File: src/rtl/fetch_unit.sv
// fetch_unit
//   Instruction fetch stage. Owns the fetch PC and issues word requests to
//   instruction memory (req/gnt, in-order rvalid responses). Returned words are
//   buffered with their PCs in a small FIFO and presented to decode over a
//   valid/ready handshake. A redirect flushes the FIFO, marks every in-flight
//   response as stale and restarts fetch at the (word-aligned) target.
//
// Ports
//   i_clk, i_rst                 clock, synchronous active-high reset
//   o_imem_req, o_imem_addr      fetch request and byte address
//   i_imem_gnt                   request accepted when high with o_imem_req
//   i_imem_rvalid, i_imem_rdata  in-order response
//   i_redirect, i_redirect_pc    redirect request and target
//   o_valid, i_ready             decode handshake
//   o_inst, o_pc                 FIFO head (NOP_INST / fetch PC when empty)
//   o_misaligned                 pulse after a redirect to a non-word target

module fetch_unit #(
   parameter logic [31:0] RESET_PC = 32'h0000_0000,
   parameter int          DEPTH    = 2,
   parameter logic [31:0] NOP_INST = 32'h0000_0013
) (
   input  logic        i_clk,
   input  logic        i_rst,
   output logic        o_imem_req,
   output logic [31:0] o_imem_addr,
   input  logic        i_imem_gnt,
   input  logic        i_imem_rvalid,
   input  logic [31:0] i_imem_rdata,
   input  logic        i_redirect,
   input  logic [31:0] i_redirect_pc,
   output logic        o_valid,
   input  logic        i_ready,
   output logic [31:0] o_inst,
   output logic [31:0] o_pc,
   output logic        o_misaligned
);

   localparam int AW = $clog2(DEPTH);
   localparam int CW = AW + 1;
   localparam logic [CW:0] DEPTH_C = (CW + 1)'(DEPTH);

   logic [31:0]   r_fetch_pc;
   logic [CW-1:0] r_outstanding;
   logic [CW-1:0] r_drop;
   logic [CW-1:0] r_count;
   logic [AW-1:0] r_rd_ptr;
   logic [AW-1:0] r_wr_ptr;
   logic [AW-1:0] r_pq_rd;
   logic [AW-1:0] r_pq_wr;
   logic          r_misaligned;

   logic [31:0]   r_fifo_inst [DEPTH];
   logic [31:0]   r_fifo_pc   [DEPTH];
   logic [31:0]   r_pq        [DEPTH];

   logic          w_credit_ok;
   logic          w_grant;
   logic          w_resp;
   logic          w_push;
   logic          w_pop;
   logic          w_nonempty;
   logic [CW-1:0] w_out_next;
   logic [CW-1:0] w_drop_next;
   logic [CW-1:0] w_count_next;

   // Credit counts both in-flight requests and buffered entries, so a
   // response always finds a free FIFO slot even when decode stalls.
   assign w_credit_ok = ({1'b0, r_outstanding} + {1'b0, r_count}) < DEPTH_C;
   assign o_imem_req  = !i_rst && !i_redirect && w_credit_ok;
   assign o_imem_addr = r_fetch_pc;
   assign w_grant     = o_imem_req && i_imem_gnt;

   // Responses with nothing outstanding belong to requests issued before a
   // reset and are ignored.
   assign w_resp      = i_imem_rvalid && (r_outstanding != '0);
   assign w_push      = w_resp && !i_redirect && (r_drop == '0);

   assign w_nonempty  = (r_count != '0);
   assign o_valid     = w_nonempty && !i_redirect && !i_rst;
   assign w_pop       = o_valid && i_ready;
   assign o_inst      = (w_nonempty && !i_rst) ? r_fifo_inst[r_rd_ptr] : NOP_INST;
   assign o_pc        = w_nonempty ? r_fifo_pc[r_rd_ptr] : r_fetch_pc;
   assign o_misaligned = r_misaligned;

   always_comb begin
      w_out_next   = r_outstanding + CW'(w_grant) - CW'(w_resp);
      w_drop_next  = r_drop;
      w_count_next = r_count;
      if (i_redirect) begin
         // Everything still in flight is stale, including anything that
         // did not respond this cycle; no grant is possible here.
         w_drop_next  = w_out_next;
         w_count_next = '0;
      end else begin
         if (w_resp && (r_drop != '0)) begin
            w_drop_next = r_drop - 1'b1;
         end
         w_count_next = r_count + CW'(w_push) - CW'(w_pop);
      end
   end

   always_ff @(posedge i_clk) begin
      if (i_rst) begin
         r_fetch_pc    <= RESET_PC;
         r_outstanding <= '0;
         r_drop        <= '0;
         r_count       <= '0;
         r_rd_ptr      <= '0;
         r_wr_ptr      <= '0;
         r_pq_rd       <= '0;
         r_pq_wr       <= '0;
         r_misaligned  <= 1'b0;
      end else begin
         r_outstanding <= w_out_next;
         r_drop        <= w_drop_next;
         r_count       <= w_count_next;
         r_misaligned  <= i_redirect && (i_redirect_pc[1:0] != 2'b00);

         // The pc queue tracks every in-flight request, stale or not, so its
         // pointers survive a redirect.
         if (w_grant) begin
            r_pq_wr <= r_pq_wr + 1'b1;
         end
         if (w_resp) begin
            r_pq_rd <= r_pq_rd + 1'b1;
         end

         if (i_redirect) begin
            r_fetch_pc <= {i_redirect_pc[31:2], 2'b00};
            r_rd_ptr   <= '0;
            r_wr_ptr   <= '0;
         end else begin
            if (w_grant) begin
               r_fetch_pc <= r_fetch_pc + 32'd4;
            end
            if (w_push) begin
               r_wr_ptr <= r_wr_ptr + 1'b1;
            end
            if (w_pop) begin
               r_rd_ptr <= r_rd_ptr + 1'b1;
            end
         end
      end
   end

   always_ff @(posedge i_clk) begin
      if (w_grant) begin
         r_pq[r_pq_wr] <= r_fetch_pc;
      end
      if (w_push) begin
         r_fifo_inst[r_wr_ptr] <= i_imem_rdata;
         r_fifo_pc[r_wr_ptr]   <= r_pq[r_pq_rd];
      end
   end

endmodule

File: config.mk
export PLATFORM = sky130hd
export DESIGN_NAME = fetch_unit
export DESIGN_NICKNAME = d
export VERILOG_FILES = /design/src/rtl/fetch_unit.sv
export SDC_FILE = /design/constraint.sdc
export NUM_CORES = 1
export LEC_CHECK = 0
export CORE_MARGIN = 4
export CORE_UTILIZATION = 57
export DETAILED_ROUTE_END_ITERATION = 6
export GPL_TIMING_DRIVEN = 0
export PLACE_DENSITY = 0.86
export SLEW_MARGIN = 40
export SYNTH_ARGS = -nofsm -noshare
export SYNTH_HDL_FRONTEND = slang
export SYNTH_SLANG_ARGS = --single-unit
export TNS_END_PERCENT = 5
File: constraint.sdc
create_clock -name i_clk -period 13.3 [get_ports i_clk]
set_input_delay 2.66 -clock i_clk [delete_from_list [all_inputs] [get_ports i_clk]]
set_output_delay 2.66 -clock i_clk [all_outputs]
set_load 0.02 [all_outputs]
==> impl_metrics.json, run 1 <==
{
  "cp-endpoint": "o_inst[4]",
  "clock_sinks": 227,
  "antennaDiodeCount": 0,
  "power.ir.vdd_worst_mv": 0.1193,
  "drcViolationCount": 0,
  "crit_path_end_kind": "primary output",
  "worst_setup_path_startpoint": "i_rst",
  "timing.critical_path.from_type": "input pin",
  "grt_max_degree": 42,
  "rr_endpoint": "r_drop[1]",
  "yosys_register_bits": 227,
  "mappedNetlistArea_um2": 9340,
  "dr.pass1.iters": 7,
  "storage_element_area_um2": 6386,
  "first_pass_grt_wire_length_um": 35830,
  "clkSlewWorstSetupHoldPaths_ns": 0.06,
  "ioPinCount": 169,
  "drv.max_cap_violation_count": 0,
  "timing_worst_slew_pin_value_ns": 0.7405,
  "holdCritPathClass": "reg -> reg",
  "syn_inst": 680,
  "count_of_flip_flops_with_a_built_in_enable_after_synthesis": 184,
  "synthDominantCellAreaShare_pct": 59.16,
  "layout-drive-gt1-share_pct": 10.30,
  "slew_headroom_pct": 50.63,
  "depth_of_the_worst_register_to_register_path": 14,
  "clock-skew-final_ns": 0.01508,
  "gp_congestion": 0.8753,
  "num_vias": 6480,
  "clock_tree.htree_level_count": 1,
  "floorplan.die_area_um2": 18500,
  "core_area_um2": 15940,
  "ys_seq_area_share_pct": 68.37,
  "timing.final.max_slew_violations": 0,
  "final_net_count": 954,
  "overflow": 0,
  "root_buffer": "sky130_fd_sc_hd__clkbuf_16",
  "area_delta_synth_final_pct": 30.15,
  "initial_core_util_pct": 58.59,
  "yosys_most_used_dff": "sky130_fd_sc_hd__edfxtp_1",
  "layout_commonest_cell": "sky130_fd_sc_hd__edfxtp_1",
  "syn_avg_cell_area_um2": 13.74,
  "post_detail_place_hpwl_um": 15660,
  "post_drt_wl_per_cell_um": 21.24,
  "cts-buffers-inserted": 22,
  "synthArstFlopShare_pct": 0,
  "outcome": "complete, no violations",
  "n_fill_cell": 954,
  "crit_fanout": 10,
  "vertical_die_dimension_um": 136.0,
  "ys_warn_count": 0,
  "first_global_vias": 6702,
  "hold_viol": 0,
  "grt_antenna_before_repair": 1,
  "leakagePower_nw": 4.006,
  "final_util_pct": 76.25,
  "clk_path_buf_depth": 3,
  "ys_top_cells_by_area": "sky130_fd_sc_hd__edfxtp_1, sky130_fd_sc_hd__dfxtp_1, sky130_fd_sc_hd__mux2i_1",
  "timing.final.setup_violations": 0,
  "worst_ep_arrival_time_ns": 5.17,
  "cts.hold.buffers_added": 0,
  "post_cts_setup_inserts": 0,
  "drt_first_iter_violations": 527,
  "rsz0062_at_grt": "no",
  "post-route-period-util_pct": 58.89,
  "post-synth-top-area-cell": "sky130_fd_sc_hd__edfxtp_1",
  "postcts_resize_cnt": 0,
  "worst_skew_pair.late_latency_ns": 0.51,
  "routed_wirelength_um": 23560,
  "fmax_mhz": 127.7,
  "timing.setup.tns_ns": 0,
  "port-buffer-count": 164,
  "via_per_inst": 5.843,
  "time_the_worst_path_needs_with_i_o_delays_and_setup_ns": 7.833,
  "area_of_the_multi_input_gates_um2": 2786,
  "row_count": 46,
  "die_width_um": 136.0,
  "timing.rr.start": "r_outstanding[0]",
  "reg2reg_setup_slack_ns": 9.58,
  "worst-endpoint-required_ns": 10.64,
  "ys_types": 49,
  "timing_worst_setup_path_type": "in -> out",
  "tritoncts": "built",
  "ant_nets": 0,
  "final_cell_mix": "sky130_fd_sc_hd__edfxtp_1, sky130_fd_sc_hd__clkdlybuf4s50_1, sky130_fd_sc_hd__nor2_1",
  "track_usage_pct": 25.12,
  "power_density_over_the_cells_nw_per_um2": 146.9
}
## logic make-up after synthesis
| group | after synthesis | share of synthesized area [%] |
|---|---|---|
| flops | 227 | 68.37 |
| simple gates | 193 | 9.899 |
| mux | 93 | 10.37 |
| compound gates | 79 | 5.117 |
| buf+inv | 48 | 2.183 |
| xor+xnor | 32 | 3.001 |
| fa+ha+maj | 7 | 1.018 |
| other cells | 1 | 0.04015 |
## cell usage after synthesis (all sizes together), types with 6 or more instances
library cell  number
xnor2             21
nand2             22
a21oi             43
o22ai              6
and2              10
ha                 6
inv               10
nand3              9
nand4             14
mux2i             63
a211oi             7
xor2              11
nor2             103
nor3               7
buf               10
dfxtp             43
clkbuf            28
mux2              30
edfxtp           184
## stage by stage
step | setup WS, ns | std cells | hold slack [ns] | instance area (µm²) | total power, mW
5_1_grt | 5.288 | 1109 | 0.5430 | 12160 | 1.848
4_1_cts | 5.479 | 1109 | 0.5133 | 12160 | 1.793
3_5_place_dp | 5.471 | 1069 | 0.4995 | 11410 | 1.162
2_1_floorplan | 6.911 | 683 | 0.4725 | 9351 | 1.036
3_3_place_gp | 5.075 | 1063 | 0.4873 | 11260 | 1.141
6_report | 5.467 | 1109 | 0.5223 | 12160 | 1.786
## area by class of cell
type                            count  share of cell area [%]
Sequential cell                   227                   52.53
Timing Repair Buffer              170                   14.49
Clock buffer                       33                   5.640
Buffer                             38                   1.379
Clock inverter                      7                  0.5043
Tap cell                          216                   2.223
Inverter                           10                  0.3088
Multi-Input combinational cell    408                   22.92
## routing by layer
metal | wire length [µm] | track usage, % | vias up
met4 | 765 | 9.015 | 2
met5 | 13 | 0 | -
met3 | 2121 | 5.440 | 79
li1 | - | - | 2889
met1 | 8991 | 31.92 | 3148
met2 | 11670 | 42.74 | 362
## where the power goes
group	internal [mW]	leakage (nW)	switching, mW	total (mW)
logic	0.132	1.60	0.159	0.291
registers	0.831	2.03	0.0320	0.863
clock network	0.377	0.374	0.255	0.632
## worst min path at each step
stage | startpoint | end | slack (ns) | cells after the start
floorplan | r_pq_rd | flop | 0.47 | 2
global placement | r_pq_rd | r_pq_rd | 0.49 | 2
detailed placement | r_pq_rd | r_pq_rd | 0.50 | 2
CTS | r_pq_rd | r_pq_rd | 0.51 | 2
global route | o_imem_addr[8] | r_pq[1][8] | 0.54 | 0
finish | r_pq_rd | r_pq_rd | 0.52 | 2
## sequential cells by signal, indices dropped and copies added (netlist names), named ones only
name and count:
o_misaligned 1, r_outstanding 2, r_drop 2, r_pq_wr 1, r_rd_ptr 1, r_wr_ptr 1, r_pq_rd 1, r_count 2
r_fifo_pc 60, o_imem_addr 30, r_pq 60, r_fifo_inst 64
## worst max-delay path, cell delays in order
cell and delay, ns:
sky130_fd_sc_hd__clkdlybuf4s50_1 0.50, sky130_fd_sc_hd__clkbuf_1 0.36, sky130_fd_sc_hd__nand2b_1 0.16, sky130_fd_sc_hd__clkbuf_1 0.31, sky130_fd_sc_hd__clkbuf_1 0.40, sky130_fd_sc_hd__a211o_1 0.16, sky130_fd_sc_hd__clkdlybuf4s50_1 0.61
Power figures use the tool's default switching activity.
==> inputs of run 2 (changes only) <==
--- a/config.mk
+++ b/config.mk
@@ -6,10 +6,10 @@
 export NUM_CORES = 1
 export LEC_CHECK = 0
 export CORE_MARGIN = 4
-export CORE_UTILIZATION = 57
+export CORE_UTILIZATION = 47
 export DETAILED_ROUTE_END_ITERATION = 6
 export GPL_TIMING_DRIVEN = 0
-export PLACE_DENSITY = 0.86
+export PLACE_DENSITY = 0.76
 export SLEW_MARGIN = 40
 export SYNTH_ARGS = -nofsm -noshare
 export SYNTH_HDL_FRONTEND = slang
==> constraint.sdc (replaced) <==
create_clock -name i_clk -period 7.2 [get_ports i_clk]
set_input_delay 1.44 -clock i_clk [delete_from_list [all_inputs] [get_ports i_clk]]
set_output_delay 1.44 -clock i_clk [all_outputs]
set_load 0.02 [all_outputs]
==> run 2 against run 1 <==
  * Via count shrank 5.3%
  * Largest cell class unchanged
  * Final area is 1.9% higher
  * Cell count is 5.0% higher
  * Critical path depth stayed put
  * Flip-flop and latch count is the same
  * Sequential power increased by 84%
  * Clock skew shrank 0.0068 ns
  * Total power grew 90%
  * Critical path type unchanged
  * Global-route usage fell by 5.5 points
  * Non-clock buffer count is 3 higher
==> impl_metrics.json, run 2 (synthesized netlist as in run 1, its figures left out) <==
{
  "clk_path_buf_depth": 3,
  "final_net_count": 959,
  "p_sw_share_pct": 23.97,
  "gp_congestion": 0.8370,
  "time_the_worst_path_needs_with_i_o_delays_and_setup_ns": 5.447,
  "layout_commonest_cell": "sky130_fd_sc_hd__edfxtp_1",
  "final_cell_mix": "sky130_fd_sc_hd__edfxtp_1, sky130_fd_sc_hd__clkdlybuf4s50_1, sky130_fd_sc_hd__nor2_1",
  "rsz0062_at_grt": "no",
  "dpl-instance-area_um2": 11550,
  "largest_register_ffs": 64,
  "fmax_mhz": 183.6,
  "slew_headroom_pct": 50.43,
  "post_drt_wl_per_cell_um": 19.01,
  "timing_worst_slew_pin_value_ns": 0.7436,
  "power_frac_seq_pct": 46.8,
  "post-place-cells": 1121,
  "worst-endpoint-required_ns": 5.76,
  "fin_cells": 1165,
  "worst_ep_arrival_time_ns": 4.01,
  "crit_path_end_kind": "primary output",
  "drv.max_cap_violation_count": 0,
  "num_vias": 6136,
  "cts.hold.buffers_added": 0,
  "die_width_um": 149.0,
  "cpMostUsedCell": "sky130_fd_sc_hd__clkbuf_1",
  "clock-skew-final_ns": 0.008234,
  "area_delta_synth_final_pct": 32.57,
  "floorplan.die_area_um2": 22190,
  "layout-drive-gt1-share_pct": 10.78,
  "timing.critical_path.slowest_stage_cell": "sky130_fd_sc_hd__clkdlybuf4s50_1",
  "holdCritPathClass": "reg -> reg",
  "clock_sinks": 227,
  "port-buffer-count": 164,
  "clkSlewWorstSetupHoldPaths_ns": 0.06,
  "cp_slowest_stage_delay_ns": 0.61,
  "timing.critical_path.from_type": "input pin",
  "totalPowerFinal_mw": 3.395,
  "routed_wirelength_um": 22150,
  "dr.pass1.iters": 6,
  "n_fill_cell": 1483,
  "first_pass_grt_wire_length_um": 34110,
  "hold_viol": 0,
  "grt_antenna_before_repair": 0,
  "core_area_um2": 19530,
  "drcViolationCount": 0,
  "power_density_over_the_cells_nw_per_um2": 274.2,
  "layout_top_registers": "r_fifo_inst: 64 flops, r_fifo_pc: 60 flops, r_pq: 60 flops",
  "drt_first_iter_violations": 398,
  "track_usage_pct": 19.63,
  "crit_fanout": 10,
  "tritoncts": "built",
  "first_global_vias": 6189,
  "ant_nets": 0,
  "post-route-period-util_pct": 75.66,
  "p_sw_uw": 813.7,
  "outcome": "complete, no violations",
  "power.ir.vdd_worst_mv": 0.1990,
  "antennaDiodeCount": 0,
  "max_flop_register": "r_fifo_inst",
  "timing.final.max_slew_violations": 0,
  "worst_skew_pair.late_latency_ns": 0.50,
  "comb_pwr_share_pct": 15.8,
  "overflow": 0,
  "postcts_resize_cnt": 0,
  "timing.critical_path.cells": "clkdlybuf4s50_1 > clkbuf_1 > nand2b_1 > clkbuf_1 > clkbuf_1 > a211o_1 > clkdlybuf4s50_1",
  "leakagePower_nw": 4.066,
  "row_count": 51,
  "initial_core_util_pct": 47.83,
  "cts-buffers-inserted": 24,
  "vertical_die_dimension_um": 149.0,
  "clock_tree.htree_level_count": 1,
  "clock_power_share_pct": 37.4,
  "ioPinCount": 169,
  "grt_max_degree": 28,
  "via_per_inst": 5.267,
  "root_buffer": "sky130_fd_sc_hd__clkbuf_16",
  "timing_worst_setup_path_type": "in -> out",
  "timing.final.setup_violations": 0,
  "internal_power_mw": 2.581,
  "finalInstanceArea_um2": 12380,
  "post_detail_place_hpwl_um": 15370,
  "post_cts_setup_inserts": 0
}
## run 2: cell types whose count changed in the layout (fill, tap and decap cells not counted), sizes merged
| cell | change |
|---|---|
| buf | +3 |
| clkbuf | +3 |
| bufinv | +2 |
| clkinv | -2 |
| clkinvlp | +2 |
| inv | -1 |
## run 2: critical path: cells and delay by family
| kind | cells | cell delay (ns) |
|---|---|---|
| and+or+nand+nor | 1 | 0.16 |
| AOI/OAI and AO/OA | 1 | 0.16 |
| buffers and inverters | 5 | 2.23 |
## run 2: cell type report
type	count	area, µm²	area share (%)
clock buffer	36	716.9	5.790
clock inverter	8	118.9	0.9600
inverter	10	37.54	0.3032
buffer	38	167.7	1.354
multi-input combinational	408	2786	22.50
sequential	227	6386	51.58
timing repair buffer	173	1837	14.83
tap	265	331.6	2.678
## run 2: power groups by stage
stage	Sequential, mW	Clock [mW]	Combinational, mW
2_1_floorplan	1.62	0	0.296
3_3_place_gp	1.62	0	0.497
3_5_place_dp	1.62	0	0.537
4_1_cts	1.59	1.29	0.542
5_1_grt	1.60	1.35	0.583
6_report	1.59	1.27	0.537
## run 2: final timing paths
| check | start | end | slack (ns) | depth (start not counted) |
|---|---|---|---|---|
| min | r_pq_rd | flop | 0.51 | 2 |
| min reg2reg | r_pq_rd | flop | 0.51 | 2 |
| max | i_rst | o_inst[4] | 1.75 | 7 |
| max reg2reg | r_count[0] | r_drop[1] | 3.58 | 14 |
## run 2: per-layer routing
| layer | track usage, % | vias to the layer above | part of all wire (%) |
|---|---|---|---|
| met5 | 0 | - | 0 |
| met4 | 4.622 | 0 | 2.2 |
| met3 | 4.041 | 44 | 7.5 |
| met2 | 33.13 | 264 | 48 |
| met1 | 26.34 | 2921 | 42 |
| li1 | - | 2907 | - |
## run 2: per-stage QoR
step	hold WS, ns	utilization [%]	worst slack (ns)	setup TNS, ns
3_3_place_gp	0.4827	58.00	-0.1692	-10.33
6_report	0.5083	63.41	1.753	0
2_1_floorplan	0.4725	-	2.197	0
3_5_place_dp	0.4937	59.13	1.807	0
5_1_grt	0.5296	63.41	1.666	0
4_1_cts	0.5061	63.41	1.787	0
==> inputs of run 3 (changes only) <==
--- a/config.mk
+++ b/config.mk
@@ -6,10 +6,10 @@
 export NUM_CORES = 1
 export LEC_CHECK = 0
 export CORE_MARGIN = 4
-export CORE_UTILIZATION = 47
+export CORE_UTILIZATION = 52
 export DETAILED_ROUTE_END_ITERATION = 6
 export GPL_TIMING_DRIVEN = 0
-export PLACE_DENSITY = 0.76
+export PLACE_DENSITY = 0.79
 export SLEW_MARGIN = 40
 export SYNTH_ARGS = -nofsm -noshare
 export SYNTH_HDL_FRONTEND = slang
==> constraint.sdc (replaced) <==
create_clock -name i_clk -period 5.5 [get_ports i_clk]
set_input_delay 1.1 -clock i_clk [delete_from_list [all_inputs] [get_ports i_clk]]
set_output_delay 1.1 -clock i_clk [all_outputs]
set_load 0.02 [all_outputs]
==> run 3 against run 2 <==
  * Clock power increased by 22%
  * Combinational power increased by 30%
  * Die area decreased by 9.1%
  * Total power increased by 27%
  * Highest routed layer unchanged
  * Count of clock-buffer cells in the layout decreased by 6
  * Non-clock buffer count decreased by 1
  * Hold slack improved by 0.0060 ns
  * Cell count decreased by 3.9%
==> impl_metrics.json, run 3 (synthesized netlist as in run 1, its figures left out) <==
{
  "outcome": "complete, no violations",
  "worst-endpoint-required_ns": 4.40,
  "grt_max_degree": 38,
  "clkSlewWorstSetupHoldPaths_ns": 0.06,
  "timing.rr.start": "r_outstanding[0]",
  "root_buffer": "sky130_fd_sc_hd__clkbuf_16",
  "die_width_um": 142.0,
  "cts-buffers-inserted": 22,
  "num_vias": 6340,
  "clk_path_buf_depth": 3,
  "rr_endpoint": "r_drop[1]",
  "drv.max_cap_violation_count": 0,
  "layout_top_registers": "r_fifo_inst: 64 flops, r_fifo_pc: 60 flops, r_pq: 60 flops",
  "worst_ep_arrival_time_ns": 3.61,
  "timing.final.setup_violations": 0,
  "cpMostUsedCell": "sky130_fd_sc_hd__clkbuf_1",
  "n_fill_cell": 1162,
  "antennaDiodeCount": 0,
  "power.ir.vdd_worst_mv": 0.2741,
  "worst_skew_pair.late_latency_ns": 0.51,
  "post_drt_wl_per_cell_um": 20.20,
  "power_frac_seq_pct": 48.1,
  "drt_first_iter_violations": 482,
  "timing_worst_setup_path_type": "in -> out",
  "pre_cts_ws_ns": 0.8091,
  "drcViolationCount": 0,
  "timing.final.max_slew_violations": 0,
  "first_pass_grt_wire_length_um": 34800,
  "layout-drive-gt1-share_pct": 10.40,
  "layout_commonest_cell": "sky130_fd_sc_hd__edfxtp_1",
  "timing.critical_path.cells": "clkdlybuf4s50_1 > clkbuf_1 > nand2b_1 > clkbuf_1 > clkbuf_1 > a211o_1 > clkdlybuf4s50_1",
  "grt_antenna_before_repair": 0,
  "track_usage_pct": 21.93,
  "p_sw_share_pct": 24.80,
  "max_flop_register": "r_fifo_inst",
  "routed_wirelength_um": 22600,
  "cp-endpoint": "o_inst[4]",
  "time_the_worst_path_needs_with_i_o_delays_and_setup_ns": 4.707,
  "first_global_vias": 6279,
  "worst_setup_path_startpoint": "i_rst",
  "cp_slowest_stage_delay_ns": 0.61,
  "internal_power_mw": 3.255,
  "depth_of_the_worst_register_to_register_path": 14,
  "largest_register_ffs": 64,
  "initial_core_util_pct": 53.44,
  "post_detail_place_hpwl_um": 15880,
  "area_delta_synth_final_pct": 30.54,
  "slew_headroom_pct": 49.05,
  "port-buffer-count": 164,
  "cts.hold.buffers_added": 0,
  "path_depth": 7,
  "postcts_resize_cnt": 0,
  "clock_sinks": 227,
  "final_cell_mix": "sky130_fd_sc_hd__edfxtp_1, sky130_fd_sc_hd__clkdlybuf4s50_1, sky130_fd_sc_hd__nor2_1",
  "timing.final.ws_setup_ns": 0.7926,
  "totalPowerFinal_mw": 4.328,
  "vertical_die_dimension_um": 142.0,
  "holdCritPathClass": "reg -> reg",
  "p_sw_mw": 1.074,
  "crit_path_end_kind": "primary output",
  "dpl-instance-area_um2": 11440,
  "comb_pwr_share_pct": 16.2,
  "via_per_inst": 5.666,
  "cpLargestDelayFamily": "buffers and inverters",
  "core_area_um2": 17480,
  "post_cts_setup_inserts": 0,
  "crit_fanout": 10,
  "floorplan.die_area_um2": 20170,
  "rsz0062_at_grt": "no",
  "finalInstanceArea_um2": 12190,
  "worstPathBufferInverterCount": 5,
  "post-route-period-util_pct": 85.59,
  "reg2reg_setup_slack_ns": 1.87,
  "overflow": 0,
  "power_density_over_the_cells_nw_per_um2": 355.0,
  "clock_power_share_pct": 35.7,
  "tritoncts": "built",
  "ant_nets": 0,
  "fmax_mhz": 212.4,
  "leakagePower_nw": 4.015,
  "ioPinCount": 169,
  "timing.setup.tns_ns": 0,
  "row_count": 48,
  "timing_worst_slew_pin_value_ns": 0.7642,
  "dr.pass1.iters": 5,
  "timing.critical_path.slowest_stage_cell": "sky130_fd_sc_hd__clkdlybuf4s50_1",
  "hold_viol": 0,
  "final_net_count": 956,
  "clock_tree.htree_level_count": 1,
  "timing.critical_path.from_type": "input pin",
  "clock-skew-final_ns": 0.01726,
  "gp_congestion": 0.8305
}
-- run 3: worst min path at each step --
stage	from	to	slack [ns]	cells after the start
5_1_grt	r_pq_rd	r_pq_rd	0.53	2
4_1_cts	r_pq_rd	r_pq_rd	0.51	2
6_report	r_pq_rd	r_pq_rd	0.51	2
3_3_place_gp	r_pq_rd	r_pq_rd	0.49	2
2_1_floorplan	r_pq_rd	flop	0.47	2
3_5_place_dp	r_pq_rd	r_pq_rd	0.49	2
-- run 3: stage by stage --
step	utilization [%]	cells	hold WS [ns]
floorplan	-	683	0.4725
global placement	64.51	1072	0.4867
detailed placement	65.45	1080	0.4942
CTS	69.77	1119	0.5100
global route	69.77	1119	0.5329
finish	69.77	1119	0.5144
-- run 3: metal layers --
layer  vias up  wire length (µm)  GRT usage (%)
met5         -                 0              0
met4         0               654          7.071
met3        45              1679          3.562
met2       303             11190          37.22
met1      3090              9079          29.09
li1       2902                 -              -
-- run 3: layout make-up --
class	instances	area (µm²)	area share, %
Buffer	38	167.7	1.375
Tap cell	225	281.5	2.309
Timing Repair Buffer	172	1779	14.59
Clock inverter	9	102.6	0.8415
Multi-Input combinational cell	408	2786	22.85
Inverter	10	37.54	0.3079
Sequential cell	227	6386	52.38
Clock buffer	30	651.9	5.346
-- run 3: worst reg2reg max path: cells and delay by family (launching register included) --
kind	cells	cell delay [ns]
adders and majority gates	3	1.04
DFF	1	0.37
xor gates and xnor gates	2	0.35
buffers and inverters	4	0.67
AOI/OAI and AO/OA	1	0.25
and+or+nand+nor	4	0.84
-- run 3: power groups by stage --
stage | clock (mW) | sequential [mW] | combinational, mW
after floorplan | 0 | 2.12 | 0.387
after global placement | 0 | 2.12 | 0.642
after detailed placement | 0 | 2.12 | 0.699
after CTS | 1.56 | 2.08 | 0.704
after global routing | 1.64 | 2.09 | 0.757
final | 1.55 | 2.08 | 0.700
